===== src/rtl/matmul_pkg.sv =====
// Definitions shared by the matmul PL write path and the output-memory drain.
package matmul_pkg;

    localparam int MM_ADDR_WIDTH  = 12;
    localparam int MM_NUM_RESULTS = 4096;

    typedef enum logic [1:0] {
        ST_IDLE  = 2'd0,
        ST_READ  = 2'd1,
        ST_FLUSH = 2'd2,
        ST_FIN   = 2'd3
    } mm_state_e;

    // True while a drain owns the memory port or still has words to emit.
    function automatic logic mm_is_active(input mm_state_e st);
        return (st == ST_READ) || (st == ST_FLUSH);
    endfunction

endpackage


===== src/rtl/drain_fifo.sv =====
// Small synchronous element FIFO; exposes its two oldest entries and can pop 0, 1 or 2 per cycle.
module drain_fifo #(
    parameter int DATA_WIDTH = 16,
    parameter int FIFO_DEPTH = 4,
    localparam int PW = $clog2(FIFO_DEPTH),
    localparam int CW = PW + 1
) (
    input  logic                  clk,
    input  logic                  rst_n,
    input  logic                  push,
    input  logic [DATA_WIDTH-1:0] push_data,
    input  logic [1:0]            pop,
    output logic [CW-1:0]         count,
    output logic [DATA_WIDTH-1:0] head0,
    output logic [DATA_WIDTH-1:0] head1
);

    logic [DATA_WIDTH-1:0] mem [FIFO_DEPTH];
    logic [PW-1:0]         rd_ptr;
    logic [PW-1:0]         wr_ptr;

    always_ff @(posedge clk) begin
        if (push) begin
            mem[wr_ptr] <= push_data;
        end
    end

    always_ff @(posedge clk or negedge rst_n) begin
        if (!rst_n) begin
            rd_ptr <= '0;
            wr_ptr <= '0;
            count  <= '0;
        end else begin
            if (push) begin
                wr_ptr <= wr_ptr + 1'b1;
            end
            rd_ptr <= rd_ptr + PW'(pop);
            count  <= count + CW'(push) - CW'(pop);
        end
    end

    assign head0 = mem[rd_ptr];
    assign head1 = mem[rd_ptr + 1'b1];

endmodule


===== src/rtl/outmem_stream_drain.sv =====
// Reads the matmul output memory sequentially and streams result pairs as 32-bit AXI-Stream words.
module outmem_stream_drain
    import matmul_pkg::*;
#(
    parameter int DATA_WIDTH  = 16,
    parameter int ADDR_WIDTH  = MM_ADDR_WIDTH,
    parameter int NUM_RESULTS = MM_NUM_RESULTS,
    parameter int FIFO_DEPTH  = 4
) (
    input  logic                    clk,
    input  logic                    rst_n,
    input  logic                    start,
    output logic                    busy,
    output logic                    done,
    output logic                    mem_en,
    output logic [ADDR_WIDTH-1:0]   mem_addr,
    input  logic [DATA_WIDTH-1:0]   mem_dout,
    output logic [2*DATA_WIDTH-1:0] m_tdata,
    output logic                    m_tvalid,
    input  logic                    m_tready,
    output logic                    m_tlast
);

    localparam int CW = $clog2(FIFO_DEPTH) + 1;
    localparam logic [ADDR_WIDTH-1:0] LAST_ADDR = ADDR_WIDTH'(NUM_RESULTS - 1);
    localparam logic [ADDR_WIDTH-1:0] LAST_BEAT = ADDR_WIDTH'(NUM_RESULTS / 2 - 1);

    mm_state_e state;
    mm_state_e state_nxt;

    logic [ADDR_WIDTH-1:0]   rd_addr;
    logic [ADDR_WIDTH-1:0]   beat_cnt;
    logic                    rd_vld_p1;
    logic                    vld_p2;
    logic [2*DATA_WIDTH-1:0] word_p2;

    logic [CW-1:0]         fifo_count;
    logic [DATA_WIDTH-1:0] head0;
    logic [DATA_WIDTH-1:0] head1;
    logic                  fifo_push;
    logic [1:0]            fifo_pop;

    logic [CW:0]           credit;
    logic                  issue;
    logic                  issue_last;
    logic                  avail2;
    logic                  load;
    logic                  bypass;
    logic                  hs;
    logic                  last_hs;
    logic [DATA_WIDTH-1:0] elem1;

    drain_fifo #(
        .DATA_WIDTH(DATA_WIDTH),
        .FIFO_DEPTH(FIFO_DEPTH)
    ) u_fifo (
        .clk      (clk),
        .rst_n    (rst_n),
        .push     (fifo_push),
        .push_data(mem_dout),
        .pop      (fifo_pop),
        .count    (fifo_count),
        .head0    (head0),
        .head1    (head1)
    );

    // A word stalled in the output register still holds its two element credits.
    always_comb begin
        credit = (CW+1)'(fifo_count) + (CW+1)'(rd_vld_p1);
        if (vld_p2 && !m_tready) begin
            credit = credit + (CW+1)'(2);
        end
        issue      = (state == ST_READ) && (credit < (CW+1)'(FIFO_DEPTH));
        issue_last = issue && (rd_addr == LAST_ADDR);

        // The read returning this cycle may complete a pair without passing through the FIFO.
        avail2    = (fifo_count >= CW'(2)) || ((fifo_count == CW'(1)) && rd_vld_p1);
        load      = mm_is_active(state) && avail2 && (!vld_p2 || m_tready);
        bypass    = load && (fifo_count == CW'(1));
        elem1     = bypass ? mem_dout : head1;
        fifo_pop  = !load ? 2'd0 : (bypass ? 2'd1 : 2'd2);
        fifo_push = rd_vld_p1 && !bypass;

        hs      = vld_p2 && m_tready;
        last_hs = hs && (beat_cnt == LAST_BEAT);
    end

    always_comb begin
        state_nxt = state;
        busy      = 1'b0;
        done      = 1'b0;
        case (state)
            ST_IDLE: begin
                if (start) begin
                    state_nxt = ST_READ;
                end
            end
            ST_READ: begin
                busy = 1'b1;
                if (issue_last) begin
                    state_nxt = ST_FLUSH;
                end
            end
            ST_FLUSH: begin
                busy = 1'b1;
                if (last_hs) begin
                    state_nxt = ST_FIN;
                end
            end
            ST_FIN: begin
                done      = 1'b1;
                state_nxt = ST_IDLE;
            end
            default: state_nxt = ST_IDLE;
        endcase
    end

    always_ff @(posedge clk or negedge rst_n) begin
        if (!rst_n) begin
            state     <= ST_IDLE;
            rd_addr   <= '0;
            beat_cnt  <= '0;
            rd_vld_p1 <= 1'b0;
        end else begin
            state     <= state_nxt;
            rd_vld_p1 <= issue;
            if ((state == ST_IDLE) && start) begin
                rd_addr  <= '0;
                beat_cnt <= '0;
            end else begin
                if (issue && !issue_last) begin
                    rd_addr <= rd_addr + 1'b1;
                end
                if (hs) begin
                    beat_cnt <= beat_cnt + 1'b1;
                end
            end
        end
    end

    // Output stage: the packed pair waits here until the consumer takes it.
    always_ff @(posedge clk or negedge rst_n) begin
        if (!rst_n) begin
            vld_p2  <= 1'b0;
            word_p2 <= '0;
        end else if (load) begin
            vld_p2  <= 1'b1;
            word_p2 <= {elem1, head0};
        end else if (m_tready) begin
            vld_p2  <= 1'b0;
        end
    end

    assign mem_en   = issue;
    assign mem_addr = rd_addr;
    assign m_tdata  = word_p2;
    assign m_tvalid = vld_p2;
    assign m_tlast  = vld_p2 && (beat_cnt == LAST_BEAT);

endmodule


===== config.mk =====
export PLATFORM = sky130hd
export DESIGN_NAME = outmem_stream_drain
export DESIGN_NICKNAME = d
export VERILOG_FILES = /design/src/rtl/matmul_pkg.sv /design/src/rtl/drain_fifo.sv /design/src/rtl/outmem_stream_drain.sv
export SDC_FILE = /design/constraint.sdc
export NUM_CORES = 1
export LEC_CHECK = 0
export ABC_AREA = 0
export ABC_CLOCK_PERIOD_IN_PS = 3500
export BUFFER_PORTS_ARGS = -buffer_cell sky130_fd_sc_hd__buf_2
export CORE_ASPECT_RATIO = 1.2
export CORE_MARGIN = 2
export CORE_UTILIZATION = 43
export CTS_CLUSTER_SIZE = 12
export DETAILED_ROUTE_END_ITERATION = 10
export PLACE_DENSITY_LB_ADDON = 0.25
export SLEW_MARGIN = 10
export SYNTH_ARGS = -nofsm -noshare
export SYNTH_HDL_FRONTEND = slang
export SYNTH_SLANG_ARGS = --single-unit

===== constraint.sdc =====
create_clock -name clk -period 3.5 [get_ports clk]
set_clock_uncertainty 0.2 [all_clocks]
set_input_delay 0.35 -clock clk [delete_from_list [all_inputs] [get_ports clk]]
set_output_delay 0.35 -clock clk [all_outputs]
set_load 0.02 [all_outputs]

; ---- Yosys cells after proc, flatten, opt, wreduce, memory -nomap -nowiden
; Memories as Yosys holds them, arrays and structs flattened. A register that Yosys moved wholly into a read port is not among the register bits.
; Index checks and enable logic that the tools add are counted.
[word_totals]
input_bits = 20
latch_bits = 0
romBits = 0
ram_bits = 64
elab_cells = 75
n_memories = 1
output_inout_bits = 49
regBits = 67
[classes]
n_addsub = 9
mux = 18
mul = 0
n_shift = 0
reduce_logical = 27
magnitude_cmp = 2
div_mod_pow = 0
n_eq_ne = 9
n_bitwise = 0
[mem_list]
columns = memory, depth, width, rd, rd_ports_with_merged_regs, write_ports, line
row1 = u_fifo.mem, 4, 16, 2, 1, 1, drain_fifo.sv:18  ; logic [DATA_WIDTH-1:0] mem [FIFO_DEPTH];
[ops]
columns = op, n
row1 = $mux 12, 4
row2 = $add 12x1->12 const B, 2
row3 = $mux 16, 1
row4 = $logic_and 1x1->1, 13
row5 = $eq 12x11->1 const B, 1
row6 = $eq 12x12->1 const B, 1
row7 = $mux 2, 5
row8 = $pmux 2 s4, 1
row9 = $mux 1, 6
row10 = $ne 2x2->1 const B, 3
row11 = $reduce_bool 2->1, 3
row12 = $logic_not 1->1, 5
row13 = $add 2x1->2 const B, 2
row14 = $add 3x1->4, 1
row15 = $add 4x2->4 const B, 1
row16 = $eq 2x2->1 const B, 2
row17 = $lt 4x3->1 const B, 1
row18 = $mux 4, 1
row19 = $add 3x1->3, 1
row20 = $eq 3x1->1 const B, 1
row21 = $ge 3x2->1 const B, 1
row22 = $logic_or 1x1->1, 3
row23 = $reduce_and 3->1, 1
row24 = $sub 3x2->3, 1
row25 = 4 further kinds, 4

; ---- Logic depth before layout (Yosys ltp)
; Gate-level depths: netlist (run 1).
[logic_depth]
ltp_word = 10
mapped_depth = 11
mapped_depth_nobuf = 10

; ---- Hierarchy
; From an unflattened synthesis (run 1), not the netlist that was laid out.
[unflattened]
hier_cells = 415
hier_area_um2 = 6102.1
[modules_own_cells]
columns = module, cells_per_inst, n_inst, area_per_inst_um2, seq_area_each_um2
row1 = drain_fifo, 134, 1, 3150.5, 2097.0
row2 = outmem_stream_drain, 281, 1, 2951.6, 1501.4

; ---- Least setup slack after synthesis (run 1)
; No wires, ideal clock.
[synth_path]
kind = register to register
start = reg u_fifo.count[0]
end = reg rd_addr[4], in the netlist mem_addr[4]
stages_incl_launch_ff = 10
arrival_time_ns = 2.326
path_slack_ns = 0.896
setup_time_ns = 0.078
period_less_slack_ns = 2.604
required_time_ns = 3.222
n_path_buf = 0
cell_sequence = dfrtp_1 and2_1 ha_1 xor2_1 ha_1 nor4bb_1 mux2_4 o21ai_4 or4_1 a21oi_1
[synth_via]
elab_chain_len = 9
[synth_lines]
columns = element, line
row1 = start: declaration, drain_fifo.sv:13  ; output logic [CW-1:0] count,
row2 = start signal: assignment, drain_fifo.sv:38  ; count <= count + CW'(push) - CW'(pop);
row3 = $add 3x1->4 (*), outmem_stream_drain.sv:69  ; credit = (CW+1)'(fifo_count) + (CW+1)'(rd_vld_p1);
row4 = $add 4x2->4, outmem_stream_drain.sv:71  ; credit = credit + (CW+1)'(2);
row5 = $mux 4 (*), outmem_stream_drain.sv:70  ; if (vld_p2 && !m_tready) begin
row6 = $lt 4x3->1 (*), outmem_stream_drain.sv:73  ; issue = (state == ST_READ) && (credit < (CW+1)'(FIFO_DEPTH));
row7 = $logic_and 1x1->1 (*), outmem_stream_drain.sv:73
row8 = $logic_and 1x1->1, outmem_stream_drain.sv:74  ; issue_last = issue && (rd_addr == LAST_ADDR);
row9 = $logic_not 1->1, outmem_stream_drain.sv:131  ; if (issue && !issue_last) begin
row10 = $logic_and 1x1->1 (*), outmem_stream_drain.sv:131
row11 = $reduce_bool 2->1 (no line) (*), --
row12 = end signal: assignment, outmem_stream_drain.sv:132  ; rd_addr <= rd_addr + 1'b1;
row13 = end: declaration, outmem_stream_drain.sv:31  ; logic [ADDR_WIDTH-1:0] rd_addr;
; Every way passes the cells marked *; elsewhere a longest branch is shown, timed or not.
; A chain may end at the register's enable or synchronous reset.

; ---- Final worst setup path (run 1)
[layout_path]
start = reg u_fifo.count[0]
end = out mem_en
[layout_via]
elab_chain_len = 5
[layout_lines]
columns = element, line
row1 = $add 3x1->4 (*), outmem_stream_drain.sv:69
row2 = $add 4x2->4, outmem_stream_drain.sv:71
row3 = $mux 4 (*), outmem_stream_drain.sv:70
row4 = $lt 4x3->1 (*), outmem_stream_drain.sv:73
row5 = $logic_and 1x1->1 (*), outmem_stream_drain.sv:73
row6 = end: declaration, outmem_stream_drain.sv:15  ; output logic mem_en,
; Marks and branches as above.

==> results of run 1 <==
[final timing paths]
kind / cells after the start / endpoint / slack (ns) / startpoint
max in group asynchronous: 2 / u_fifo.rd_ptr[1] / 2.08 / rst_n
min in group asynchronous: 2 / mem_addr[3] / 0.40 / rst_n
worst min-delay path: 3 / m_tvalid / 0.20 / m_tready
worst min register to register: 2 / m_tdata[21] / 0.28 / m_tdata[21]
worst max register to register: 9 / mem_addr[3] / 0.63 / u_fifo.count[0]
worst max-delay path: 9 / mem_en / 0.26 / u_fifo.count[0]
[cell families (layout without fill, tap and decap cells)]
kind of cell | Yosys count | after routing | share of synthesized area, %
muxes | 70 | 70 | 18.65
other | 1 | 1 | 0.06212
buffers and inverters | 26 | 134 | 1.803
and+or+nand+nor | 113 | 113 | 9.762
adders and majority gates | 16 | 16 | 3.440
DFF | 131 | 131 | 59.61
xor gates and xnor gates | 15 | 15 | 2.176
AOI/OAI and AO/OA | 45 | 45 | 4.498
[routing by layer]
metal	up-vias	global-route usage, %
met1	1903	21.28
met2	95	29.48
met4	0	6.165
met3	10	4.971
li1	1768	-
met5	-	0
[per-stage QoR]
step	std cells	setup WS, ns	cell area [um^2]	total power, mW
after floorplan	417	0.8959	6037	4.080
after global placement	647	0.7406	6593	4.663
after detailed placement	647	0.6259	6593	4.742
after CTS	696	0.2247	7377	6.629
after global routing	696	0.1140	7377	6.953
final	696	0.2614	7377	6.532
[state kept, by name (all words and copies together), names as in the netlist]
name	flops
u_fifo.count	3
rd_vld_p1	1
mem_addr	12
u_fifo.rd_ptr	2
beat_cnt	12
u_fifo.wr_ptr	2
state	2
u_fifo.mem	64
m_tdata	32
m_tvalid	1
[cell type report]
cell class	instances	area (um^2)
clock inverters	13	171.4
inverters	7	26.28
clock buffers	19	442.9
fillers	1173	6384
flip-flops and latches	131	3600
multi-input cells	260	2335
well taps	171	214.0
repair buffers	95	588.1
[cell usage after synthesis, drive strengths merged]
| library cell | number | area share, % |
|---|---|---|
| nand2b | 6 | 0.62 |
| o41ai | 1 | 0.15 |
| mux4 | 32 | 12 |
| buf | 10 | 0.81 |
| conb | 1 | 0.062 |
| and4 | 3 | 0.48 |
| nand3 | 9 | 0.83 |
| nor3b | 1 | 0.21 |
| o22ai | 1 | 0.10 |
| nor4b | 1 | 0.15 |
| nand2 | 38 | 2.4 |
| and2 | 7 | 0.73 |
| nor4bb | 1 | 0.17 |
| o21ai | 25 | 2.3 |
| inv | 7 | 0.44 |
| mux2 | 17 | 3.2 |
| clkbuf | 9 | 0.56 |
| o32a | 1 | 0.17 |
| o311ai | 1 | 0.15 |
| or2 | 3 | 0.31 |
| xnor2 | 6 | 0.87 |
| fa | 1 | 0.33 |
| nand4 | 6 | 0.62 |
| xor2 | 9 | 1.3 |
| dfrtp | 67 | 28 |
| ha | 15 | 3.1 |
| nor2 | 17 | 1.1 |
| o21a | 1 | 0.12 |
| or4 | 3 | 0.44 |
| or3 | 6 | 0.62 |
| edfxtp | 64 | 32 |
| a211oi | 1 | 0.12 |
| nor4 | 7 | 0.73 |
| o211a | 1 | 0.17 |
| nor2b | 2 | 0.21 |
| o31ai | 3 | 0.37 |
| a21oi | 10 | 0.89 |
| mux2i | 21 | 3.5 |
| nor3 | 3 | 0.25 |
[critical path: stages (launching register included)]
cell and delay (ns):
dfrtp_1 0.40, and2_1 0.18, ha_1 0.18, xor2_1 0.16
ha_1 0.32, nor4b_1 0.06, mux2_4 0.29, o21ai_4 0.41
inv_2 0.11, buf_2 0.18
[power groups by stage]
stage / combinational (mW) / sequential [mW] / clock (mW)
after floorplan: 1.63 / 2.45 / 0
after global placement: 2.38 / 2.28 / 0
after detailed placement: 2.44 / 2.30 / 0
after CTS: 2.47 / 2.28 / 1.88
after global routing: 2.69 / 2.33 / 1.94
final: 2.43 / 2.27 / 1.83
==> key figures, run 1 <==
Power
  • Combinational power share: a little under two fifths
  • Clock power share: 28.0%
  • P_int: 4.258 mW
  • PwrDens: just under 900 nW/um^2
  • Sequential power share: 34.8%
  • Max IR drop VDD: between 500 and 600 uV
  • Leak pwr: about 3.0 nW
  • NetSw: approximately 2.3 mW
  • Net Sw Frac: 34.81%

Job
  • Max Cap Viol: 0

Place
  • IO buf count: slightly below 70
  • RePlAce Congestion: 0.7965
  • DP HPWL: 7860 um

Timing
  • Final worst path period share: between 90% and 100%
  • Rel. slew slack: between 20 and 30%
  • Worst-Margin Slew: 1.070 ns
  • Final setup viols: 0
  • Hold Vio Cnt, Final: 0
  • TNS Setup: 0 ns
  • Max Fclk: 308.8 MHz
  • Hold WS: 0.1965 ns
  • Minimum clock period: ~3.2 ns
  • Final Max Tran Viols: 0
  • RSZ-0062 raised after global routing: false

Detailed routing
  • DRC Markers: 0
  • Starting DRC count in detailed routing: 247
  • Final antenna-violating net count: 0
  • Routed WL: 12140 um
  • Via/cell ratio: between 5 and 6
  • Max Used Layer: met4
  • Via Count: 3776
  • Routed wl met3: 544 um
  • Metal-1 WL: 5185 um
  • Drt first pass iters: 6
  • Wirelength per Cell: 17.44 um
  • Length of routed met2 wiring: 6284 um

Layout
  • NumNets Final: 548
  • Syn-to-layout area delta: 22.20%
  • Ant diodes: 0
  • Commonest cells after routing, fill and taps aside: buf_2, dfrtp_1, edfxtp_1, nand2_1, mux4_2
  • Share of cells above drive strength 1: 32.00%
  • Commonest non-fill, non-tap cell in the layout: buf_2
  • Final Util: 53.61%

CTS
  • Postcts setup bufs: 0
  • Root buffer cell: clkbuf_16
  • Reg clk slew, reported paths: 0.06 ns
  • CTS max path bufs: 2
  • CTS Hold Buffers Added: 17
  • CTS sink cnt: 131
  • TritonCTS clock tree: built
  • Post_cts resized: 0
  • H-tree depth: 4
  • Worst-Skew Late Latency: 0.42 ns
  • CTS buffer count: 17

Setup path
  • CP max FO: 19
  • Arr. time, crit path: 2.69 ns
  • Crit path kind: register to output port
  • Worst Setup Start Kind: register
  • Req. time, crit path: 2.95 ns
  • CP endpoint kind: output port

Yosys
  • Synthesis-stage register bit count: 131
  • Syn_nets: between 400 and 500
  • Ys Warns: 0
  • Post-Synthesis Cells: 417
  • Post-synthesis sequential area ratio: 59.61%
  • Synth unique cells: 49
  • Mapped cell area: 6037 um^2
  • Mean post-synth cell area: 14.48 um^2

Floorplan
  • Die Span Y: 133.8 um
  • Core ar.: 13760 um^2
  • # rows: 47
  • Initial core utilization: between 40% and 50%
  • Die width: 112.2 um
  • IO Pins: 69
  • Area of the die: roughly 15000 um^2

Global route
  • GRT overflow: 0
  • First-pass GRT wire length: 20220 um
  • Largest net degree at the start of global routing: 68
  • Initial antenna violation count: 0
  • Vias in the first global route: between 3000 and 4000
  • Gr usage total: 17.35%

Hold path
  • HP Class: primary input to register

Status
  • Status: completed
Power figures use the tool's default switching activity.
==> run 2: changes to the inputs <==
--- a/constraint.sdc
+++ b/constraint.sdc
@@ -4,2 +4,2 @@
 set_output_delay 0.35 -clock clk [all_outputs]
-set_load 0.02 [all_outputs]
+set_load 0.005 [all_outputs]
==> run 2 against run 1 <==
Effect of this change: global-route usage barely moved; register-to-register slack barely moved; clock power fell by 7%; design area fell by 0.49%; final cell count rose by 0.14%; clock-buffer cell count rose by 1; critical endpoint unchanged; largest cell class unchanged; largest power group is now sequential cells; highest routed layer unchanged.
==> key figures, run 2 (synthesized netlist as in run 1, its figures left out) <==
Timing
  • Hold WS: between 0.15 and 0.2 ns
  • RSZ-0062 raised after global routing: false
  • Final worst setup slack: 0.2707 ns
  • Rel. slew slack: about a quarter
  • TNS Setup: 0 ns
  • Minimum clock period: 3.229 ns
  • Final setup viols: 0
  • Final worst path period share: 92.27%
  • Max Fclk: between 300 and 400 MHz
  • Worst-Margin Slew: 1.090 ns
  • Final Max Tran Viols: 0
  • Hold Vio Cnt, Final: 0

Detailed routing
  • Starting DRC count in detailed routing: 277
  • Routed WL: 12040 um
  • Wirelength per Cell: 17.27 um
  • DRC Markers: 0
  • Via/cell ratio: 5.435
  • Drt first pass iters: 4
  • Via Count: 3788
  • Final antenna-violating net count: 0

Floorplan
  • Core ar.: between 10000 and 15000 um^2
  • # rows: 47
  • Initial core utilization: around 44%
  • IO Pins: 69
  • Die Span Y: 133.8 um
  • Die width: 112.2 um
  • Area of the die: 15010 um^2

CTS
  • H-tree depth: 4
  • CTS buffer count: 17
  • TritonCTS clock tree: built
  • CTS max path bufs: 2
  • Reg clk slew, reported paths: 0.06 ns
  • Post_cts resized: 0
  • CTS sink cnt: 131
  • Worst-Skew Late Latency: ~0.42 ns
  • Root buffer cell: clkbuf_16

Global route
  • Gr usage total: 17.35%
  • First-pass GRT wire length: 20150 um
  • Vias in the first global route: between 3000 and 4000
  • GRT overflow: 0
  • Initial antenna violation count: 0
  • Largest net degree at the start of global routing: 68

Layout
  • Layout Cells excl Fill: about 700
  • Commonest non-fill, non-tap cell in the layout: buf_2
  • Final Util: 53.35%
  • Ant diodes: 0
  • Syn-to-layout area delta: 21.60%
  • Post-Layout Inst Area: between 7000 and 8000 um^2
  • Max reg flops: 64
  • Commonest cells after routing, fill and taps aside: buf_2, dfrtp_1, edfxtp_1, nand2_1, mux4_2
  • NumNets Final: 549
  • Share of cells above drive strength 1: 31.56%
  • Biggest register: u_fifo.mem

Job
  • Max Cap Viol: 0

Place
  • Pre-CTS setup slack: approximately 0.62 ns
  • Placed Cells: 648
  • DP HPWL: 7708 um
  • IO buf count: between 60 and 70
  • Area post-placement: around 6600 um^2
  • RePlAce Congestion: 0.7602

Setup path
  • CP endpoint kind: output port
  • Arr. time, crit path: ~2.7 ns
  • Crit path kind: register to output port
  • Worst Setup Start Kind: register
  • CP max FO: 19
  • Req. time, crit path: 2.95 ns

Hold path
  • HP Class: primary input to register

Power
  • Max IR drop VDD: ~520 uV
  • Power Total: 6.143 mW
  • Leak pwr: 3.016 nW
  • PwrDens: between 800 and 900 nW/um^2

Status
  • Status: completed
==> run 2: critical path, cell delays in order (launching register included) <==
cell and delay, ns:
dfrtp_1 0.40, and2_1 0.17, ha_1 0.18, xor2_1 0.16
ha_1 0.31, nor4b_1 0.06, mux2_4 0.29, o21ai_4 0.43
inv_2 0.11, buf_2 0.15
==> run 2: final cells by class <==
cell class / instances / area (um^2)
multi-input combinational: 260 / 2335
tap: 171 / 214.0
fill: 1181 / 6420
sequential: 131 / 3600
clock buffer: 20 / 436.7
timing repair buffer: 96 / 595.6
inverter: 7 / 26.28
clock inverter: 12 / 133.9
==> run 2: final timing paths <==
path,cells after the start,startpoint,slack (ns),to
max reg2reg,9,u_fifo.count[0],0.63,mem_addr[3]
max,9,u_fifo.count[0],0.27,mem_en
min reg2reg,2,m_tdata[21],0.27,m_tdata[21]
min,4,m_tready,0.17,beat_cnt[2]
min in group asynchronous,2,rst_n,0.39,mem_addr[3]
max in group asynchronous,2,rst_n,2.06,u_fifo.rd_ptr[1]
==> run 2: timing repair <==
action / CTS / global route
hold buffers: 17 / 0
hold endpoints to repair: 131 / 0
buffers inserted: 0 / 0
==> run 2: per-layer routing <==
metal | global-route usage (%) | wire length (um) | up-vias
met2 | 28.78 | 6107 | 90
met5 | 0 | 0 | -
met4 | 6.301 | 163 | 0
met1 | 21.97 | 5245 | 1912
met3 | 4.790 | 519 | 14
li1 | - | - | 1772
==> run 2: where the power goes <==
part           switching, mW  leakage, nW  internal [mW]
Combinational           1.04         1.33           1.11
Sequential             0.285         1.42           2.00
Clock                  0.664        0.264           1.05
Total                   1.99         3.02           4.15
==> run 3: changes to the inputs <==
CELL_PAD_IN_SITES_DETAIL_PLACEMENT = 1   (was not set)
CELL_PAD_IN_SITES_GLOBAL_PLACEMENT = 1   (was not set)
HOLD_SLACK_MARGIN = 0.15   (was not set)
==> run 3 against run 2 <==
Effect of this change: global-route usage increased by 1.2 points; wire length increased by 7.7%; first-iteration DRC count fell by 30%; critical path depth stayed put; core utilization rose by 0.20 points; register-to-register slack better by 0.03 ns; critical endpoint unchanged.
==> key figures, run 3 (synthesized netlist as in run 1, its figures left out) <==
Status
  • Status: completed

Layout
  • Share of cells above drive strength 1: approximately 32%
  • Syn-to-layout area delta: 22.05%
  • Ant diodes: 0
  • NumNets Final: 548
  • Layout Cells excl Fill: about 700
  • Biggest register: u_fifo.mem
  • Commonest cells after routing, fill and taps aside: buf_2, dfrtp_1, edfxtp_1, nand2_1, mux4_2
  • Commonest non-fill, non-tap cell in the layout: buf_2
  • Max reg flops: between 60 and 70

Floorplan
  • Core ar.: approximately 14000 um^2
  • Die Span Y: between 100 and 150 um
  • # rows: 47
  • Area of the die: 15010 um^2
  • IO Pins: about 70
  • Die width: 112.2 um
  • Initial core utilization: between 40% and 50%

Setup path
  • Req. time, crit path: 2.95 ns
  • CP Cell Sequence: and2_1, ha_1, xor2_1, ha_1, nor4b_1, mux2_4, o21ai_4, inv_2, buf_2
  • Crit path kind: register to output port
  • Critical path origin: u_fifo.count[0]
  • Slowest stage delay, CP: between 0.4 and 0.5 ns
  • RR Startpoint: u_fifo.count[0]
  • CP max FO: 19
  • Arr. time, crit path: 2.69 ns
  • CP endpoint kind: output port
  • Worst Setup Start Kind: register
  • Slowest CP cell: o21ai_4
  • Worst path most repeated cell: ha_1

CTS
  • CTS max path bufs: 2
  • Postcts setup bufs: 0
  • Reg clk slew, reported paths: 0.06 ns
  • Root buffer cell: clkbuf_16
  • CTS sink cnt: 131
  • Worst-Skew Late Latency: 0.42 ns
  • CTS buffer count: 17
  • H-tree depth: 4
  • TritonCTS clock tree: built

Power
  • P_int: 4.232 mW
  • Combinational power share: 34.8%
  • NetSw: 2.066 mW
  • Power Total: 6.297 mW
  • Sequential power share: between 30% and 40%
  • Leak pwr: 3.038 nW
  • Clock power share: 29.0%
  • Net Sw Frac: 32.80%
  • PwrDens: 854.7 nW/um^2
  • Max IR drop VDD: 590.9 uV

Place
  • IO buf count: between 60 and 70
  • RePlAce Congestion: ~0.8
  • Placed Cells: 647
  • Pre-CTS setup slack: 0.6686 ns
  • DP HPWL: 8236 um

Global route
  • First-pass GRT wire length: around 22000 um
  • GRT overflow: 0
  • Gr usage total: 18.60%
  • Vias in the first global route: ~4000
  • Largest net degree at the start of global routing: 68
  • Initial antenna violation count: 0

Timing
  • Final worst path period share: 92.50%
  • Final Max Tran Viols: 0
  • TNS Setup: 0 ns
  • Final worst setup slack: between 0.2 and 0.3 ns
  • Worst-Margin Slew: 1.102 ns
  • Max Fclk: 308.9 MHz
  • Rel. slew slack: 25.85%
  • Minimum clock period: 3.237 ns
  • Final setup viols: 0
  • Hold Vio Cnt, Final: 0
  • RSZ-0062 raised after global routing: false

Detailed routing
  • Via/cell ratio: 5.537
  • Routed WL: 12970 um
  • Wirelength per Cell: 18.63 um
  • Via Count: ~3900
  • DRC Markers: 0
  • Drt first pass iters: 4
  • Starting DRC count in detailed routing: just under 200
  • Final antenna-violating net count: 0

Job
  • Max Cap Viol: 0

Hold path
  • HP Class: primary input to register
  • Beginning of the worst hold path: m_tready
-- run 3: worst paths after layout --
check	endpoint	slack, ns	cells past startpoint
max	mem_en	0.26	9
min	m_tvalid	0.18	3
max reg2reg	mem_addr[3]	0.66	9
min reg2reg	m_tdata[21]	0.28	2
max in group asynchronous	u_fifo.rd_ptr[1]	2.05	2
min in group asynchronous	mem_addr[4]	0.43	2
-- run 3: per-stage QoR --
stage / utilization [%] / cell area [um^2] / hold WS, ns
after global placement: 47.91 / 6593 / 0.2627
after global routing: 53.55 / 7368 / 0.1973
after floorplan: - / 6037 / -0.1456
after detailed placement: 47.91 / 6593 / 0.2687
final: 53.55 / 7368 / 0.1755
after CTS: 53.55 / 7368 / 0.1553
-- run 3: critical path: cells and delay by family, from the launching register on --
| family | cells | cell delay, ns |
|---|---|---|
| flip-flops | 1 | 0.40 |
| AO/OA/AOI/OAI | 1 | 0.42 |
| AND/OR/NAND/NOR | 2 | 0.23 |
| multiplexers | 1 | 0.29 |
| buffers and inverters | 2 | 0.27 |
| XOR/XNOR | 1 | 0.16 |
| adder cells (fa/ha/maj) | 2 | 0.50 |
-- run 3: layout make-up --
type                            instances  area [um^2]
Timing Repair Buffer                   95        588.1
Multi-Input combinational cell        260         2335
Sequential cell                       131         3600
Inverter                                7        26.28
Clock buffer                           18        429.2
Tap cell                              171        214.0
Fill cell                            1381         6392
Clock inverter                         14        176.4
-- run 3: timing repair --
action                    4_1_cts  5_1_grt
hold buffers                   17        0
hold endpoints to repair      146        0
resized for setup               0        0
-- run 3: metal layers --
| layer | up-vias | track usage (%) | share of wire, % |
|---|---|---|---|
| met1 | 1996 | 23.89 | 44 |
| met3 | 10 | 4.925 | 3.9 |
| met2 | 85 | 31.02 | 51 |
| met5 | - | 0 | 0 |
| met4 | 0 | 5.962 | 1.1 |
| li1 | 1763 | - | - |
-- run 3: power groups by stage --
stage          Combinational (mW)  Sequential (mW)  Clock (mW)
3_5_place_dp                 2.20             2.31           0
6_report                     2.19             2.28        1.82
5_1_grt                      2.45             2.34        1.93
4_1_cts                      2.24             2.28        1.87
3_3_place_gp                 2.13             2.28           0
2_1_floorplan                1.60             2.21           0
